### src/rtl/uart_pkg.sv
// Shared types and helpers for the UART transceiver: FSM state encodings,
// parity modes, the parity function and the bit-timer width.
package uart_pkg;

   typedef enum logic [2:0] {
      TX_IDLE,
      TX_START,
      TX_DATA,
      TX_PARITY,
      TX_STOP
   } tx_state_t;

   typedef enum logic [2:0] {
      RX_IDLE,
      RX_START,
      RX_DATA,
      RX_PARITY,
      RX_STOP,
      RX_CLEANUP
   } rx_state_t;

   localparam int PARITY_NONE   = 0;
   localparam int PARITY_EVEN   = 1;
   localparam int PARITY_ODD    = 2;
   localparam int MAX_DATA_BITS = 9;

   // Callers zero-extend the payload, so unused upper bits never change the result.
   function automatic logic calc_parity(input logic [MAX_DATA_BITS-1:0] data, input int mode);
      case (mode)
         PARITY_EVEN: return ^data;
         PARITY_ODD:  return ~^data;
         default:     return 1'b0;
      endcase
   endfunction

   function automatic int timer_width(input int clks);
      return $clog2(clks);
   endfunction

endpackage

### src/rtl/uart_bit_timer.sv
// Loadable down-counter; tc is high for the single cycle in which a loaded
// count has reached zero, so a load of N-1 gives a period of N cycles.
module uart_bit_timer #(
   parameter int W = 4
) (
   input  logic         clk_sys,
   input  logic         rst_b,
   input  logic         load,
   input  logic [W-1:0] load_val,
   output logic         tc
);

   logic [W-1:0] cnt_q;
   logic         run_q;

   always_ff @(posedge clk_sys or negedge rst_b) begin
      if (!rst_b) begin
         cnt_q <= '0;
         run_q <= 1'b0;
      end else if (load) begin
         cnt_q <= load_val;
         run_q <= 1'b1;
      end else if (run_q) begin
         if (cnt_q == '0) run_q <= 1'b0;
         else             cnt_q <= cnt_q - 1'b1;
      end
   end

   assign tc = run_q && (cnt_q == '0);

endmodule

### src/rtl/uart_transceiver.sv
// Full-duplex UART: independent TX and RX engines, each paced by its own bit timer.
//
// state      | meaning
// TX_IDLE    | line high, waiting for i_Tx_DV
// TX_START   | driving start bit
// TX_DATA    | shifting payload out LSB first
// TX_PARITY  | driving parity bit
// TX_STOP    | driving STOP_BITS stop bits
// RX_IDLE    | waiting for synchronised low
// RX_START   | half-bit wait, then confirm start bit
// RX_DATA    | sampling payload mid-bit
// RX_PARITY  | sampling parity bit
// RX_STOP    | sampling first stop bit, then report frame
// RX_CLEANUP | waiting for line high before re-arming
module uart_transceiver
   import uart_pkg::*;
#(
   parameter int CLKS_PER_BIT = 434,
   parameter int DATA_BITS    = 8,
   parameter int PARITY_MODE  = 0,
   parameter int STOP_BITS    = 1
) (
   input  logic                 i_Clock,
   input  logic                 KEY_rst,
   input  logic                 i_Tx_DV,
   input  logic [DATA_BITS-1:0] i_Tx_Byte,
   output logic                 o_Tx_Active,
   output logic                 o_Tx_Serial,
   output logic                 o_Tx_Done,
   input  logic                 i_Rx_Serial,
   output logic                 o_Rx_DV,
   output logic [DATA_BITS-1:0] o_Rx_Byte,
   output logic                 o_Rx_Parity_Err,
   output logic                 o_Rx_Frame_Err
);

   localparam int             TW         = timer_width(CLKS_PER_BIT);
   localparam logic [TW-1:0]  BIT_LOAD   = TW'(CLKS_PER_BIT - 1);
   localparam logic [TW-1:0]  HALF_LOAD  = TW'(CLKS_PER_BIT / 2 - 1);
   localparam logic [3:0]     LAST_BIT   = 4'(DATA_BITS - 1);
   localparam logic           LAST_STOP  = 1'(STOP_BITS - 1);
   localparam bit             HAS_PARITY = (PARITY_MODE != PARITY_NONE);

   tx_state_t            tx_state_q, tx_state_d;
   logic [DATA_BITS-1:0] tx_data_q, tx_data_d;
   logic [3:0]           tx_bit_q, tx_bit_d;
   logic                 tx_stop_q, tx_stop_d;
   logic                 tx_par_q, tx_par_d;
   logic                 tx_serial_q, tx_serial_d;
   logic                 tx_load, tx_tc;

   uart_bit_timer #(.W(TW)) u_tx_timer (
      .clk_sys  (i_Clock),
      .rst_b    (KEY_rst),
      .load     (tx_load),
      .load_val (BIT_LOAD),
      .tc       (tx_tc)
   );

   always_ff @(posedge i_Clock or negedge KEY_rst) begin
      if (!KEY_rst) begin
         tx_state_q  <= TX_IDLE;
         tx_data_q   <= '0;
         tx_bit_q    <= '0;
         tx_stop_q   <= 1'b0;
         tx_par_q    <= 1'b0;
         tx_serial_q <= 1'b1;
      end else begin
         tx_state_q  <= tx_state_d;
         tx_data_q   <= tx_data_d;
         tx_bit_q    <= tx_bit_d;
         tx_stop_q   <= tx_stop_d;
         tx_par_q    <= tx_par_d;
         tx_serial_q <= tx_serial_d;
      end
   end

   always_comb begin
      tx_state_d  = tx_state_q;
      tx_data_d   = tx_data_q;
      tx_bit_d    = tx_bit_q;
      tx_stop_d   = tx_stop_q;
      tx_par_d    = tx_par_q;
      tx_serial_d = tx_serial_q;
      tx_load     = 1'b0;
      case (tx_state_q)
         TX_IDLE: begin
            tx_serial_d = 1'b1;
            if (i_Tx_DV) begin
               tx_data_d   = i_Tx_Byte;
               tx_par_d    = calc_parity(MAX_DATA_BITS'(i_Tx_Byte), PARITY_MODE);
               tx_bit_d    = '0;
               tx_stop_d   = 1'b0;
               tx_serial_d = 1'b0;
               tx_load     = 1'b1;
               tx_state_d  = TX_START;
            end
         end
         TX_START: if (tx_tc) begin
            tx_serial_d = tx_data_q[0];
            tx_load     = 1'b1;
            tx_state_d  = TX_DATA;
         end
         TX_DATA: if (tx_tc) begin
            tx_load = 1'b1;
            if (tx_bit_q == LAST_BIT) begin
               if (HAS_PARITY) begin
                  tx_serial_d = tx_par_q;
                  tx_state_d  = TX_PARITY;
               end else begin
                  tx_serial_d = 1'b1;
                  tx_state_d  = TX_STOP;
               end
            end else begin
               tx_data_d   = tx_data_q >> 1;
               tx_serial_d = tx_data_q[1];
               tx_bit_d    = tx_bit_q + 4'd1;
            end
         end
         TX_PARITY: if (tx_tc) begin
            tx_serial_d = 1'b1;
            tx_load     = 1'b1;
            tx_state_d  = TX_STOP;
         end
         TX_STOP: if (tx_tc) begin
            if (tx_stop_q == LAST_STOP) begin
               tx_state_d = TX_IDLE;
            end else begin
               tx_stop_d = tx_stop_q + 1'b1;
               tx_load   = 1'b1;
            end
         end
         default: tx_state_d = TX_IDLE;
      endcase
   end

   assign o_Tx_Serial = tx_serial_q;
   assign o_Tx_Active = (tx_state_q != TX_IDLE);
   assign o_Tx_Done   = (tx_state_q == TX_STOP) && tx_tc && (tx_stop_q == LAST_STOP);

   rx_state_t            rx_state_q, rx_state_d;
   logic                 rx_meta_q, rx_sync_q;
   logic [DATA_BITS-1:0] rx_shift_q, rx_shift_d;
   logic [3:0]           rx_bit_q, rx_bit_d;
   logic                 rx_par_q, rx_par_d;
   logic [DATA_BITS-1:0] rx_byte_q, rx_byte_d;
   logic                 rx_perr_q, rx_perr_d;
   logic                 rx_ferr_q, rx_ferr_d;
   logic                 rx_dv_q, rx_dv_d;
   logic                 rx_load, rx_tc;
   logic [TW-1:0]        rx_load_val;

   uart_bit_timer #(.W(TW)) u_rx_timer (
      .clk_sys  (i_Clock),
      .rst_b    (KEY_rst),
      .load     (rx_load),
      .load_val (rx_load_val),
      .tc       (rx_tc)
   );

   always_ff @(posedge i_Clock or negedge KEY_rst) begin
      if (!KEY_rst) begin
         rx_meta_q  <= 1'b1;
         rx_sync_q  <= 1'b1;
         rx_state_q <= RX_IDLE;
         rx_shift_q <= '0;
         rx_bit_q   <= '0;
         rx_par_q   <= 1'b0;
         rx_byte_q  <= '0;
         rx_perr_q  <= 1'b0;
         rx_ferr_q  <= 1'b0;
         rx_dv_q    <= 1'b0;
      end else begin
         rx_meta_q  <= i_Rx_Serial;
         rx_sync_q  <= rx_meta_q;
         rx_state_q <= rx_state_d;
         rx_shift_q <= rx_shift_d;
         rx_bit_q   <= rx_bit_d;
         rx_par_q   <= rx_par_d;
         rx_byte_q  <= rx_byte_d;
         rx_perr_q  <= rx_perr_d;
         rx_ferr_q  <= rx_ferr_d;
         rx_dv_q    <= rx_dv_d;
      end
   end

   always_comb begin
      rx_state_d  = rx_state_q;
      rx_shift_d  = rx_shift_q;
      rx_bit_d    = rx_bit_q;
      rx_par_d    = rx_par_q;
      rx_byte_d   = rx_byte_q;
      rx_perr_d   = rx_perr_q;
      rx_ferr_d   = rx_ferr_q;
      rx_dv_d     = 1'b0;
      rx_load     = 1'b0;
      rx_load_val = BIT_LOAD;
      case (rx_state_q)
         RX_IDLE: if (!rx_sync_q) begin
            rx_load_val = HALF_LOAD;
            rx_load     = 1'b1;
            rx_state_d  = RX_START;
         end
         RX_START: if (rx_tc) begin
            if (rx_sync_q) begin
               rx_state_d = RX_IDLE;
            end else begin
               rx_bit_d   = '0;
               rx_load    = 1'b1;
               rx_state_d = RX_DATA;
            end
         end
         RX_DATA: if (rx_tc) begin
            rx_shift_d = {rx_sync_q, rx_shift_q[DATA_BITS-1:1]};
            rx_bit_d   = rx_bit_q + 4'd1;
            rx_load    = 1'b1;
            if (rx_bit_q == LAST_BIT) rx_state_d = HAS_PARITY ? RX_PARITY : RX_STOP;
         end
         RX_PARITY: if (rx_tc) begin
            rx_par_d   = rx_sync_q;
            rx_load    = 1'b1;
            rx_state_d = RX_STOP;
         end
         RX_STOP: if (rx_tc) begin
            rx_byte_d  = rx_shift_q;
            rx_perr_d  = HAS_PARITY &&
                         (calc_parity(MAX_DATA_BITS'(rx_shift_q), PARITY_MODE) != rx_par_q);
            rx_ferr_d  = !rx_sync_q;
            rx_dv_d    = 1'b1;
            rx_state_d = RX_CLEANUP;
         end
         RX_CLEANUP: if (rx_sync_q) rx_state_d = RX_IDLE;
         default: rx_state_d = RX_IDLE;
      endcase
   end

   assign o_Rx_DV         = rx_dv_q;
   assign o_Rx_Byte       = rx_byte_q;
   assign o_Rx_Parity_Err = rx_perr_q;
   assign o_Rx_Frame_Err  = rx_ferr_q;

endmodule

### config.mk
export PLATFORM = sky130hd
export DESIGN_NAME = uart_transceiver
export DESIGN_NICKNAME = d
export VERILOG_FILES = /design/src/rtl/uart_pkg.sv /design/src/rtl/uart_bit_timer.sv /design/src/rtl/uart_transceiver.sv
export SDC_FILE = /design/constraint.sdc
export NUM_CORES = 1
export LEC_CHECK = 0
export CAP_MARGIN = 25
export CELL_PAD_IN_SITES_DETAIL_PLACEMENT = 1
export CELL_PAD_IN_SITES_GLOBAL_PLACEMENT = 1
export CORE_ASPECT_RATIO = 1.5
export CORE_MARGIN = 5
export CORE_UTILIZATION = 42
export CTS_BUF_LIST = sky130_fd_sc_hd__clkbuf_4 sky130_fd_sc_hd__clkbuf_8 sky130_fd_sc_hd__clkbuf_16
export DETAILED_ROUTE_END_ITERATION = 12
export PLACE_DENSITY_LB_ADDON = 0.1
export SLEW_MARGIN = 25
export SYNTH_ARGS = -nofsm -noshare
export SYNTH_HDL_FRONTEND = slang
export SYNTH_SLANG_ARGS = --single-unit
export TNS_END_PERCENT = 20
### constraint.sdc
create_clock -name i_Clock -period 2.1 [get_ports i_Clock]
set_input_delay 0.42 -clock i_Clock [delete_from_list [all_inputs] [get_ports i_Clock]]
set_output_delay 0.42 -clock i_Clock [all_outputs]
set_load 0.02 [all_outputs]
==> results of run 1 <==
-- power breakdown --
group | internal (mW) | switching (mW) | total, mW
Clock | 0.980 | 0.541 | 1.52
Combinational | 0.328 | 0.287 | 0.615
Sequential | 1.36 | 0.124 | 1.48
Total | 2.66 | 0.952 | 3.62
-- cell type report --
class / count / area [um2]
inverter: 12 / 45.0
clock inverter: 5 / 56.3
multi-input combinational: 213 / 1590
sequential: 63 / 1580
clock buffer: 11 / 253
fill: 823 / 3410
tap: 102 / 128
timing repair buffer: 57 / 499
-- registers in the layout, indices dropped and copies added, names as in the netlist, 3 cells and up --
register / count
rx_state_q: 3
u_rx_timer.cnt_q: 9
rx_bit_q: 4
o_Rx_Byte: 8
rx_shift_q: 8
tx_state_q: 3
u_tx_timer.cnt_q: 9
tx_data_q: 8
tx_bit_q: 4
-- what timing repair did --
action / in CTS / in global routing
pin swaps: 3 / 3
gates resized for setup: 11 / 7
endpoints found under the setup margin: 15 / 18
setup buffers: 0 / 3
-- critical path: stages, from the launching register on --
cell                      delay [ps]
sky130_fd_sc_hd__dfrtp_1         390
sky130_fd_sc_hd__inv_2            80
sky130_fd_sc_hd__ha_4            130
sky130_fd_sc_hd__nor4b_4         230
sky130_fd_sc_hd__and3_4          230
sky130_fd_sc_hd__and3_4          180
sky130_fd_sc_hd__buf_6           110
-- layer usage --
layer	routed length, um	global-route usage (%)	vias to the layer above
li1	-	-	1202
met4	204	8.84	0
met3	175	3.83	13
met2	4080	29.8	22
met5	0	0	-
met1	3250	21.7	1253
-- kinds of logic after synthesis --
kind of cell               count (synthesis)
muxes                                     25
AOI/OAI and AO/OA                         62
other                                      1
xor gates and xnor gates                   8
adders and majority gates                  6
DFF                                       63
buffers and inverters                     23
and+or+nand+nor                          111
-- per-stage QoR --
step,power [mW],hold slack (ps),worst slack (ps),setup TNS (ps),area [um2]
5_1_grt,3.81,110,-74.9,-241,4160
4_1_cts,3.63,108,-25.7,-25.7,4100
2_1_floorplan,1.80,124,174,0,3230
6_report,3.62,84.8,4.04,0,4160
3_3_place_gp,2.04,356,-112,-112,3780
3_5_place_dp,2.06,363,-142,-244,3780
-- path summary, 6_finish.rpt --
check	slack, ps	cells after the start	start	endpoint
worst max-delay path	4	6	u_tx_timer.cnt_q[0]$_DFFE_PN0P_	o_Tx_Done
worst min-delay path	80	2	KEY_rst	u_rx_timer.cnt_q[4]$_DFFE_PN0P_
worst max register to register	70	8	u_tx_timer.cnt_q[0]$_DFFE_PN0P_	tx_data_q[0]$_DFFE_PN0P_
worst min register to register	370	0	rx_meta_q$_DFF_PN1_	rx_sync_q$_DFF_PN1_
max in group asynchronous	1670	2	KEY_rst	o_Tx_Serial$_DFFE_PN1P_
min in group i_Clock	370	0	rx_meta_q$_DFF_PN1_	rx_sync_q$_DFF_PN1_
-- layout by cell type (no fill, tap or decap), drive strengths merged, types with 5 or more instances in the layout --
master	n
or3	5
a21oi	16
inv	12
clkbuf	11
nor4	5
nand2	35
and3	5
buf	35
nor3b	10
dfrtp	60
clkdlybuf4s50	21
nor2	10
o21ai	13
nand3	8
nand3b	6
a211oi	7
mux2	24
ha	6
xnor2	8
==> metrics.txt, run 1 <==
# TYPE chip_impl_metric gauge
chip_impl_metric{name="placeableCoreArea",unit="um2"} 7560
chip_impl_metric{name="finish.utilization",unit="%"} 54.9
chip_impl_metric{name="critical_path_required",unit="ps"} 1680
chip_impl_info{name="ys_top_cells_by_area",value="sky130_fd_sc_hd__dfrtp_1, sky130_fd_sc_hd__mux2_2, sky130_fd_sc_hd__nand2_1"} 1
chip_impl_metric{name="syn_inst",unit=""} 299
chip_impl_metric{name="postSynthAreaPerCell",unit="um2"} 10.8
chip_impl_metric{name="post_synth_xor_area_fraction",unit="%"} 2.17
chip_impl_metric{name="pwr_density_cell",unit="nW/um2"} 870
chip_impl_metric{name="static-leakage-power",unit="nW"} 1.84
chip_impl_metric{name="clk_transition_reported_paths",unit="ps"} 60
chip_impl_metric{name="synth_enable_flop_cells",unit=""} 0
chip_impl_metric{name="drcViolationCount",unit=""} 0
chip_impl_metric{name="layout-area-overhead-vs-synth",unit="%"} 28.6
chip_impl_metric{name="place_congestion",unit=""} 0.781
chip_impl_metric{name="drt-initial-drc-count",unit=""} 56
chip_impl_metric{name="ys_seq_area_share",unit="%"} 48.9
chip_impl_metric{name="routed_wl",unit="mm"} 7.71
chip_impl_info{name="endpoint_kind",value="output pin"} 1
chip_impl_metric{name="dieArea",unit="um2"} 9580
chip_impl_info{name="synth_common_cells",value="sky130_fd_sc_hd__dfrtp_1, sky130_fd_sc_hd__nand2_1, sky130_fd_sc_hd__mux2_2, sky130_fd_sc_hd__a21oi_1, sky130_fd_sc_hd__inv_1"} 1
chip_impl_metric{name="dieHeight",unit="um"} 117
chip_impl_metric{name="final_period_minus_worst_setup_slack",unit="ps"} 2100
chip_impl_metric{name="routed_via_density",unit=""} 5.38
chip_impl_metric{name="globalRoute.totalOverflow",unit=""} 0
chip_impl_metric{name="top_level_ports",unit=""} 26
chip_impl_metric{name="maxSlewHeadroom",unit="%"} 63.1
chip_impl_metric{name="diodes",unit=""} 0
chip_impl_info{name="crit_path_start_kind",value="register"} 1
chip_impl_metric{name="antenna_violating_nets_post_route",unit=""} 0
chip_impl_metric{name="adder_cell_fraction_of_synth_area",unit="%"} 2.32
chip_impl_metric{name="timing.fmax",unit="GHz"} 0.477
chip_impl_info{name="synth-main-ff-cell",value="sky130_fd_sc_hd__dfrtp_1"} 1
chip_impl_metric{name="post-synth-top-area-fraction",unit="%"} 46.5
chip_impl_metric{name="start_util",unit="%"} 42.7
chip_impl_metric{name="core.rowCount",unit=""} 39
chip_impl_metric{name="grt_max_degree",unit=""} 64
chip_impl_metric{name="wl_per_cell",unit="um"} 16.7
chip_impl_metric{name="port-buffer-count",unit=""} 24
chip_impl_metric{name="htree_num_levels",unit=""} 3
chip_impl_metric{name="yosys_warnings",unit=""} 0
chip_impl_metric{name="postCtsHoldBufs",unit=""} 0
chip_impl_metric{name="synth_area",unit="um2"} 3230
chip_impl_metric{name="dr.pass1.iters",unit=""} 3
chip_impl_metric{name="vias",unit=""} 2490
chip_impl_metric{name="async_reset_ff_share",unit="%"} 100
chip_impl_metric{name="post-place-cells",unit=""} 444
chip_impl_metric{name="maxCapViolations",unit=""} 0
chip_impl_metric{name="synth_fp_nets",unit=""} 317
chip_impl_info{name="tritoncts",value="built"} 1
chip_impl_metric{name="post_synth_num_cell_types",unit=""} 63
chip_impl_metric{name="finClkSkew",unit="ps"} 6.64
chip_impl_metric{name="clk_path_buf_depth",unit=""} 2
chip_impl_metric{name="die_x",unit="um"} 81.6
chip_impl_metric{name="hpwl",unit="mm"} 5.22
chip_impl_info{name="clockRootBuffer",value="sky130_fd_sc_hd__clkbuf_16"} 1
chip_impl_metric{name="finalNonFillerCells",unit=""} 463
chip_impl_metric{name="seq_cells_post_synth",unit=""} 63
chip_impl_metric{name="ir_worst_vdd",unit="mV"} 0.580
chip_impl_info{name="post-synth-top-count-cell",value="sky130_fd_sc_hd__dfrtp_1"} 1
chip_impl_metric{name="antenna_found_initial",unit=""} 0
chip_impl_metric{name="timing.final.setup_violations",unit=""} 0
chip_impl_metric{name="drive_above_1_share",unit="%"} 29.4
chip_impl_metric{name="cts_num_sinks",unit=""} 63
chip_impl_metric{name="final.period_utilization",unit="%"} 99.8
chip_impl_metric{name="synth-compound-area-share",unit="%"} 13.2
chip_impl_metric{name="first_pass_grt_wire_length",unit="mm"} 13.3
chip_impl_info{name="hold_path_class",value="in -> async"} 1
chip_impl_metric{name="worst_pin_slew",unit="ps"} 553
chip_impl_metric{name="synthMuxAreaShare",unit="%"} 8.68
chip_impl_info{name="status",value="finished, final reports clean"} 1
chip_impl_metric{name="share_of_synthesized_cell_area_in_and_or_nand_and_nor_gates",unit="%"} 21.6
chip_impl_info{name="yosys.area.top_type",value="sky130_fd_sc_hd__dfrtp_1"} 1
chip_impl_metric{name="hold_viol_final",unit=""} 0
chip_impl_metric{name="tritoncts.num_buffers",unit=""} 9
chip_impl_metric{name="critical_path_peak_fanout",unit=""} 2
chip_impl_info{name="critPathKind",value="reg -> out"} 1
chip_impl_metric{name="gr-usage-all-layers",unit="%"} 18.0
chip_impl_metric{name="clock_insertion_delay_worst_skew",unit="ps"} 330
chip_impl_metric{name="vias_in_the_first_global_route",unit=""} 2687
chip_impl_metric{name="crit_arrival",unit="ps"} 1680
chip_impl_info{name="grt_setup_unrepaired",value="yes"} 1
chip_impl_metric{name="drv_slew",unit=""} 0
chip_impl_metric{name="finish.net_count",unit=""} 374
chip_impl_info{name="synth_top_family_by_area",value="simple AND/OR/NAND/NOR gates"} 1
(Power assumes the default switching activity.)
==> run 2, diff against run 1 <==
==> constraint.sdc (replaced) <==
create_clock -name i_Clock -period 2.1 [get_ports i_Clock]
set_input_delay 0.315 -clock i_Clock [delete_from_list [all_inputs] [get_ports i_Clock]]
set_output_delay 0.315 -clock i_Clock [all_outputs]
set_load 0.02 [all_outputs]
==> metrics.txt, run 2 (synthesis results as in run 1) <==
# TYPE chip_impl_metric gauge
chip_impl_info{name="crit_path_start_kind",value="register"} 1
chip_impl_info{name="layout_commonest_cell",value="sky130_fd_sc_hd__dfrtp_1"} 1
chip_impl_metric{name="wl_per_cell",unit="um"} 16.5
chip_impl_metric{name="finish.net_count",unit=""} 368
chip_impl_metric{name="internal_power",unit="mW"} 2.75
chip_impl_metric{name="critical_path_peak_fanout",unit=""} 2
chip_impl_metric{name="critical_path_required",unit="ps"} 1780
chip_impl_metric{name="pwr_density_cell",unit="nW/um2"} 896
chip_impl_metric{name="power.net_switching",unit="uW"} 935
chip_impl_metric{name="hold_viol_final",unit=""} 11
chip_impl_info{name="critPathKind",value="reg -> out"} 1
chip_impl_metric{name="cts_num_sinks",unit=""} 63
chip_impl_metric{name="setup.reg_to_reg.worst_slack",unit="ps"} 130
chip_impl_metric{name="drv_slew",unit=""} 0
chip_impl_metric{name="p_total",unit="mW"} 3.68
chip_impl_metric{name="drcViolationCount",unit=""} 0
chip_impl_metric{name="clock_insertion_delay_worst_skew",unit="ps"} 330
chip_impl_metric{name="ir_worst_vdd",unit="mV"} 0.524
chip_impl_metric{name="final_period_minus_worst_setup_slack",unit="ps"} 1990
chip_impl_info{name="grt_setup_unrepaired",value="no"} 1
chip_impl_info{name="failed_checks",value="hold timing"} 1
chip_impl_metric{name="final.period_utilization",unit="%"} 94.7
chip_impl_metric{name="start_util",unit="%"} 42.7
chip_impl_metric{name="fill_cells",unit=""} 825
chip_impl_metric{name="timing.final.setup_violations",unit=""} 0
chip_impl_info{name="layout_common_cells",value="sky130_fd_sc_hd__dfrtp_1, sky130_fd_sc_hd__nand2_1, sky130_fd_sc_hd__buf_4"} 1
chip_impl_metric{name="maxCapViolations",unit=""} 0
chip_impl_metric{name="drt-initial-drc-count",unit=""} 75
chip_impl_metric{name="diodes",unit=""} 0
chip_impl_metric{name="post-place-cells",unit=""} 441
chip_impl_info{name="critical_path.reg2reg.endpoint",value="rx_bit_q[2]$_DFFE_PN0P_"} 1
chip_impl_metric{name="finalNonFillerCells",unit=""} 457
chip_impl_metric{name="dieArea",unit="um2"} 9580
chip_impl_metric{name="clk_transition_reported_paths",unit="ps"} 50
chip_impl_metric{name="timing.fmax",unit="GHz"} 0.503
chip_impl_metric{name="vias_in_the_first_global_route",unit=""} 2721
chip_impl_metric{name="dieHeight",unit="um"} 117
chip_impl_info{name="status",value="finished with violations"} 1
chip_impl_metric{name="register_area",unit="um2"} 1580
chip_impl_metric{name="antenna_found_initial",unit=""} 0
chip_impl_info{name="hold_path_class",value="in -> async"} 1
chip_impl_metric{name="detailedPlace.worstSlack",unit="ps"} -2.40
chip_impl_metric{name="routed_wl",unit="mm"} 7.56
chip_impl_metric{name="routed_via_density",unit=""} 5.29
chip_impl_metric{name="crit_arrival",unit="ps"} 1670
chip_impl_metric{name="static-leakage-power",unit="nW"} 1.83
chip_impl_metric{name="htree_num_levels",unit=""} 3
chip_impl_metric{name="first_pass_grt_wire_length",unit="mm"} 13.0
chip_impl_info{name="critical_path.reg2reg.startpoint",value="u_rx_timer.cnt_q[1]$_DFFE_PN0P_"} 1
chip_impl_metric{name="switch_share",unit="%"} 25.4
chip_impl_info{name="clockRootBuffer",value="sky130_fd_sc_hd__clkbuf_16"} 1
chip_impl_metric{name="hpwl",unit="mm"} 5.32
chip_impl_metric{name="final.setup.tns",unit="ps"} 0
chip_impl_metric{name="layout-area-overhead-vs-synth",unit="%"} 27.2
chip_impl_metric{name="place_congestion",unit=""} 0.805
chip_impl_info{name="tritoncts",value="built"} 1
chip_impl_metric{name="vias",unit=""} 2419
chip_impl_metric{name="grt_max_degree",unit=""} 64
chip_impl_metric{name="top_level_ports",unit=""} 26
chip_impl_metric{name="postCtsSetupRepairBufs",unit=""} 0
chip_impl_metric{name="pwr-share-comb",unit="%"} 15.3
chip_impl_metric{name="multi_input_area",unit="um2"} 1560
chip_impl_metric{name="port-buffer-count",unit=""} 24
chip_impl_metric{name="antenna_violating_nets_post_route",unit=""} 0
chip_impl_info{name="layout_top_registers",value="u_rx_timer.cnt_q (9), u_tx_timer.cnt_q (9)"} 1
chip_impl_metric{name="placeableCoreArea",unit="um2"} 7560
chip_impl_metric{name="gr-usage-all-layers",unit="%"} 17.6
chip_impl_metric{name="globalRoute.totalOverflow",unit=""} 0
chip_impl_metric{name="core.rowCount",unit=""} 39
chip_impl_metric{name="hold_slack",unit="ps"} -17.5
chip_impl_metric{name="clockPowerShare",unit="%"} 44.4
chip_impl_metric{name="clk_path_buf_depth",unit=""} 2
chip_impl_metric{name="tritoncts.num_buffers",unit=""} 9
chip_impl_metric{name="pwr-share-seq",unit="%"} 40.3
chip_impl_metric{name="finClkSkew",unit="ps"} 6.08
chip_impl_metric{name="die_x",unit="um"} 81.6
chip_impl_info{name="endpoint_kind",value="output pin"} 1
chip_impl_metric{name="final.setup.worst_slack",unit="ps"} 110
chip_impl_metric{name="dr.pass1.iters",unit=""} 4
chip_impl_metric{name="r2r.worst_path.cells",unit=""} 7
chip_impl_metric{name="drive_above_1_share",unit="%"} 26.8
[run 2: cell types whose count changed in the layout (fill, tap and decap cells not counted), sizes merged]
cell | before | now
dlymetal6s2s | 0 | 1
clkinv | 3 | 1
bufinv | 1 | 2
dlygate4sd2 | 1 | 0
clkinvlp | 1 | 2
buf | 35 | 29
[run 2: area by class of cell]
cell class	instances	area share, %
Sequential cell	63	38.5
Clock inverter	5	1.95
Multi-Input combinational cell	213	37.9
Timing Repair Buffer	51	11.3
Tap cell	102	3.11
Clock buffer	11	6.15
Inverter	12	1.10
[run 2: power groups by stage]
stage	Clock (mW)	Combinational (mW)	Sequential [mW]
2_1_floorplan	0	0.310	1.49
6_report	1.63	0.565	1.48
3_5_place_dp	0	0.559	1.50
4_1_cts	1.67	0.568	1.48
3_3_place_gp	0	0.545	1.49
5_1_grt	1.73	0.618	1.50
[run 2: critical path, stage by stage (launching register included)]
cell and delay (ps):
sky130_fd_sc_hd__dfrtp_1 380, sky130_fd_sc_hd__inv_1 80, sky130_fd_sc_hd__ha_1 160, sky130_fd_sc_hd__nor4b_4 210, sky130_fd_sc_hd__and3_1 220, sky130_fd_sc_hd__and3_1 160, sky130_fd_sc_hd__buf_4 130
[run 2: metrics by stage]
step | util (%) | cell area [um2]
2_1_floorplan | - | 3230
3_3_place_gp | 49.8 | 3770
3_5_place_dp | 49.8 | 3770
4_1_cts | 54.2 | 4100
5_1_grt | 54.3 | 4110
6_report | 54.3 | 4110
[run 2: what timing repair did]
item | CTS | global route
pin swaps | 0 | 1
resized for setup | 5 | 3
endpoints found under the setup margin | 2 | 15
hold buffers | 0 | 0
[run 2: how the worst max path moves through the flow]
| stage | from | to | depth (start not counted) |
|---|---|---|---|
| 2_1_floorplan | u_tx_timer.cnt_q[0]$_DFFE_PN0P_ | tx_data_q[0]$_DFFE_PN0P_ | 7 |
| 3_3_place_gp | u_tx_timer.cnt_q[0]$_DFFE_PN0P_ | o_Tx_Done | 6 |
| 3_5_place_dp | u_tx_timer.cnt_q[0]$_DFFE_PN0P_ | o_Tx_Done | 6 |
| 4_1_cts | u_tx_timer.cnt_q[1]$_DFFE_PN0P_ | u_tx_timer.cnt_q[1]$_DFFE_PN0P_ | 9 |
| 5_1_grt | u_rx_timer.cnt_q[1]$_DFFE_PN0P_ | u_rx_timer.cnt_q[3]$_DFFE_PN0P_ | 6 |
| 6_report | u_tx_timer.cnt_q[1]$_DFFE_PN0P_ | o_Tx_Done | 6 |
[run 2: per-layer routing]
metal	up-vias	wire, um	global-route usage (%)
li1	1189	-	-
met1	1192	3080	20.4
met2	26	4170	30.1
met3	12	157	3.68
met4	0	153	8.32
met5	-	0	0
==> run 3, diff against run 2 <==
CORE_MARGIN = 2   (was 5)
==> metrics.txt, run 3 (synthesis results as in run 1) <==
# TYPE chip_impl_metric gauge
chip_impl_info{name="hold_path_class",value="in -> async"} 1
chip_impl_metric{name="clock_insertion_delay_worst_skew",unit="ps"} 330
chip_impl_metric{name="htree_num_levels",unit=""} 3
chip_impl_info{name="crit_path_start_kind",value="register"} 1
chip_impl_metric{name="crit_arrival",unit="ps"} 2260
chip_impl_metric{name="place_area",unit="um2"} 3770
chip_impl_metric{name="ir_worst_vdd",unit="mV"} 0.597
chip_impl_metric{name="final.setup.tns",unit="ps"} 0
chip_impl_metric{name="pwr-share-comb",unit="%"} 16.5
chip_impl_info{name="critPathKind",value="reg -> reg"} 1
chip_impl_metric{name="antenna_found_initial",unit=""} 0
chip_impl_metric{name="dieArea",unit="um2"} 8420
chip_impl_metric{name="hold_viol_final",unit=""} 12
chip_impl_metric{name="clk_path_buf_depth",unit=""} 2
chip_impl_metric{name="vias_in_the_first_global_route",unit=""} 2689
chip_impl_metric{name="grt_max_degree",unit=""} 64
chip_impl_metric{name="finClkSkew",unit="ps"} 7.02
chip_impl_metric{name="drv_slew",unit=""} 0
chip_impl_metric{name="core.rowCount",unit=""} 39
chip_impl_metric{name="pwr_density_cell",unit="nW/um2"} 862
chip_impl_metric{name="maxCapViolations",unit=""} 0
chip_impl_metric{name="first_pass_grt_wire_length",unit="mm"} 13.2
chip_impl_metric{name="timing.critical_path.slowest_cell_delay",unit="ps"} 380
chip_impl_info{name="failed_checks",value="hold timing"} 1
chip_impl_metric{name="critical_path_required",unit="ps"} 2330
chip_impl_info{name="worst_path_most_repeated_cell",value="sky130_fd_sc_hd__buf_4"} 1
chip_impl_metric{name="dieHeight",unit="um"} 111
chip_impl_metric{name="timing.fmax",unit="GHz"} 0.493
chip_impl_metric{name="start_util",unit="%"} 42.7
chip_impl_metric{name="final.period_utilization",unit="%"} 96.7
chip_impl_metric{name="die_x",unit="um"} 75.6
chip_impl_info{name="cp-startpoint",value="u_tx_timer.cnt_q[0]$_DFFE_PN0P_"} 1
chip_impl_metric{name="finish.net_count",unit=""} 369
chip_impl_metric{name="placeableCoreArea",unit="um2"} 7560
chip_impl_metric{name="clk_transition_reported_paths",unit="ps"} 50
chip_impl_info{name="layout_top_registers",value="u_rx_timer.cnt_q (9), u_tx_timer.cnt_q (9)"} 1
chip_impl_metric{name="pwr-share-seq",unit="%"} 42.3
chip_impl_metric{name="post-place-cells",unit=""} 441
chip_impl_metric{name="stdcell_area",unit="um2"} 4080
chip_impl_info{name="clockRootBuffer",value="sky130_fd_sc_hd__clkbuf_16"} 1
chip_impl_metric{name="gr-usage-all-layers",unit="%"} 20.6
chip_impl_metric{name="hold_slack",unit="ps"} -19.2
chip_impl_metric{name="cts_num_sinks",unit=""} 63
chip_impl_metric{name="critical_path_peak_fanout",unit=""} 7
chip_impl_metric{name="multi_input_area",unit="um2"} 1570
chip_impl_metric{name="fill_cells",unit=""} 828
chip_impl_info{name="critical_path.reg2reg.startpoint",value="u_tx_timer.cnt_q[0]$_DFFE_PN0P_"} 1
chip_impl_metric{name="internal_power",unit="mW"} 2.59
chip_impl_metric{name="dr.pass1.iters",unit=""} 5
chip_impl_metric{name="routed_wl",unit="mm"} 7.84
chip_impl_metric{name="tritoncts.num_buffers",unit=""} 9
chip_impl_metric{name="port-buffer-count",unit=""} 24
chip_impl_metric{name="finalNonFillerCells",unit=""} 456
chip_impl_info{name="endpoint_kind",value="register"} 1
chip_impl_metric{name="maxSlewHeadroom",unit="%"} 67.0
chip_impl_info{name="grt_setup_unrepaired",value="yes"} 1
chip_impl_info{name="layout_commonest_cell",value="sky130_fd_sc_hd__dfrtp_1"} 1
chip_impl_metric{name="place_congestion",unit=""} 0.828
chip_impl_metric{name="switch_share",unit="%"} 26.5
chip_impl_metric{name="drcViolationCount",unit=""} 0
chip_impl_metric{name="diodes",unit=""} 0
chip_impl_metric{name="clockPowerShare",unit="%"} 41.3
chip_impl_info{name="layout_common_cells",value="sky130_fd_sc_hd__dfrtp_1, sky130_fd_sc_hd__nand2_1, sky130_fd_sc_hd__buf_4"} 1
chip_impl_metric{name="postCtsHoldBufs",unit=""} 0
chip_impl_metric{name="final_period_minus_worst_setup_slack",unit="ps"} 2030
chip_impl_metric{name="antenna_violating_nets_post_route",unit=""} 0
chip_impl_metric{name="worst_pin_slew",unit="ps"} 490
chip_impl_metric{name="power.net_switching",unit="uW"} 931
chip_impl_metric{name="hpwl",unit="mm"} 5.37
chip_impl_metric{name="drive_above_1_share",unit="%"} 27.1
chip_impl_metric{name="vias",unit=""} 2467
chip_impl_metric{name="wl_per_cell",unit="um"} 17.2
chip_impl_info{name="critical_path.cell_chain",value="inv_1 > ha_1 > nor4b_4 > buf_4 > nand3_4 > buf_4 > or3_1 > a21oi_1"} 1
chip_impl_info{name="tritoncts",value="built"} 1
chip_impl_metric{name="timing.final.setup_violations",unit=""} 0
chip_impl_metric{name="top_level_ports",unit=""} 26
chip_impl_metric{name="layout-area-overhead-vs-synth",unit="%"} 26.4
chip_impl_info{name="status",value="finished with violations"} 1
chip_impl_metric{name="globalRoute.totalOverflow",unit=""} 0
chip_impl_metric{name="drt-initial-drc-count",unit=""} 101
chip_impl_metric{name="routed_via_density",unit=""} 5.41
chip_impl_info{name="crit_path_top_delay_cell",value="sky130_fd_sc_hd__dfrtp_1"} 1
chip_impl_metric{name="register_area",unit="um2"} 1580
chip_impl_metric{name="static-leakage-power",unit="nW"} 1.81
==> run 3: changes by cell type in the layout (fill, tap and decap cells not counted), sizes merged <==
| cell | change |
|---|---|
| clkbuf | -1 |
| clkinvlp | -1 |
| buf | +1 |
| clkinv | +1 |
| bufinv | -1 |
==> run 3: worst paths after layout <==
kind,end,slack (ps),cells after the start
max in group asynchronous,rx_meta_q$_DFF_PN1_,1780,2
min,u_rx_timer.cnt_q[4]$_DFFE_PN0P_,-20,2
max,tx_bit_q[0]$_DFFE_PN0P_,70,8
min reg2reg,rx_sync_q$_DFF_PN1_,370,0
max reg2reg,tx_bit_q[0]$_DFFE_PN0P_,70,8
min in group i_Clock,rx_sync_q$_DFF_PN1_,370,0
==> run 3: stage by stage <==
stage          total power [mW]  setup WS [ps]  hold slack, ps  util, %
2_1_floorplan              1.80            174            19.4        -
3_3_place_gp               2.04           33.5             358     49.8
3_5_place_dp               2.07          -11.2             357     49.8
4_1_cts                    3.55           12.7            7.10     53.7
5_1_grt                    3.69          -72.5            1.98     54.0
6_report                   3.52           70.1           -19.2     54.0
==> run 3: area by class of cell <==
| class | count | share of cell area [%] |
|---|---|---|
| repair buffers | 52 | 11.5 |
| clock buffers | 10 | 5.85 |
| flip-flops and latches | 63 | 38.8 |
| clock inverters | 4 | 1.16 |
| multi-input cells | 213 | 38.5 |
| well taps | 102 | 3.12 |
| inverters | 12 | 1.10 |
==> run 3: critical path: cells and delay by family (launching register included) <==
family / cells / cell delay, ps
buffers and inverters: 3 / 480
adder cells (fa/ha/maj): 1 / 170
AND/OR/NAND/NOR: 3 / 700
flip-flops: 1 / 380
AO/OA/AOI/OAI: 1 / 210
==> run 3: power by group through the flow <==
stage | logic [mW] | registers [mW] | clock network (mW)
floorplan | 0.310 | 1.49 | 0
global route | 0.643 | 1.50 | 1.55
CTS | 0.582 | 1.49 | 1.48
finish | 0.580 | 1.49 | 1.45
detailed placement | 0.570 | 1.50 | 0
global placement | 0.551 | 1.49 | 0
==> run 3: metal layers <==
metal	global-route usage (%)	part of all wire [%]
met3	4.89	2.3
met1	24.4	41
met2	34.8	55
met4	8.30	1.7
met5	0	0
==> run 3: what timing repair did <==
item | in CTS | in global routing
buffers inserted | 0 | 1
endpoints found under the setup margin | 7 | 15
resized for setup | 7 | 4
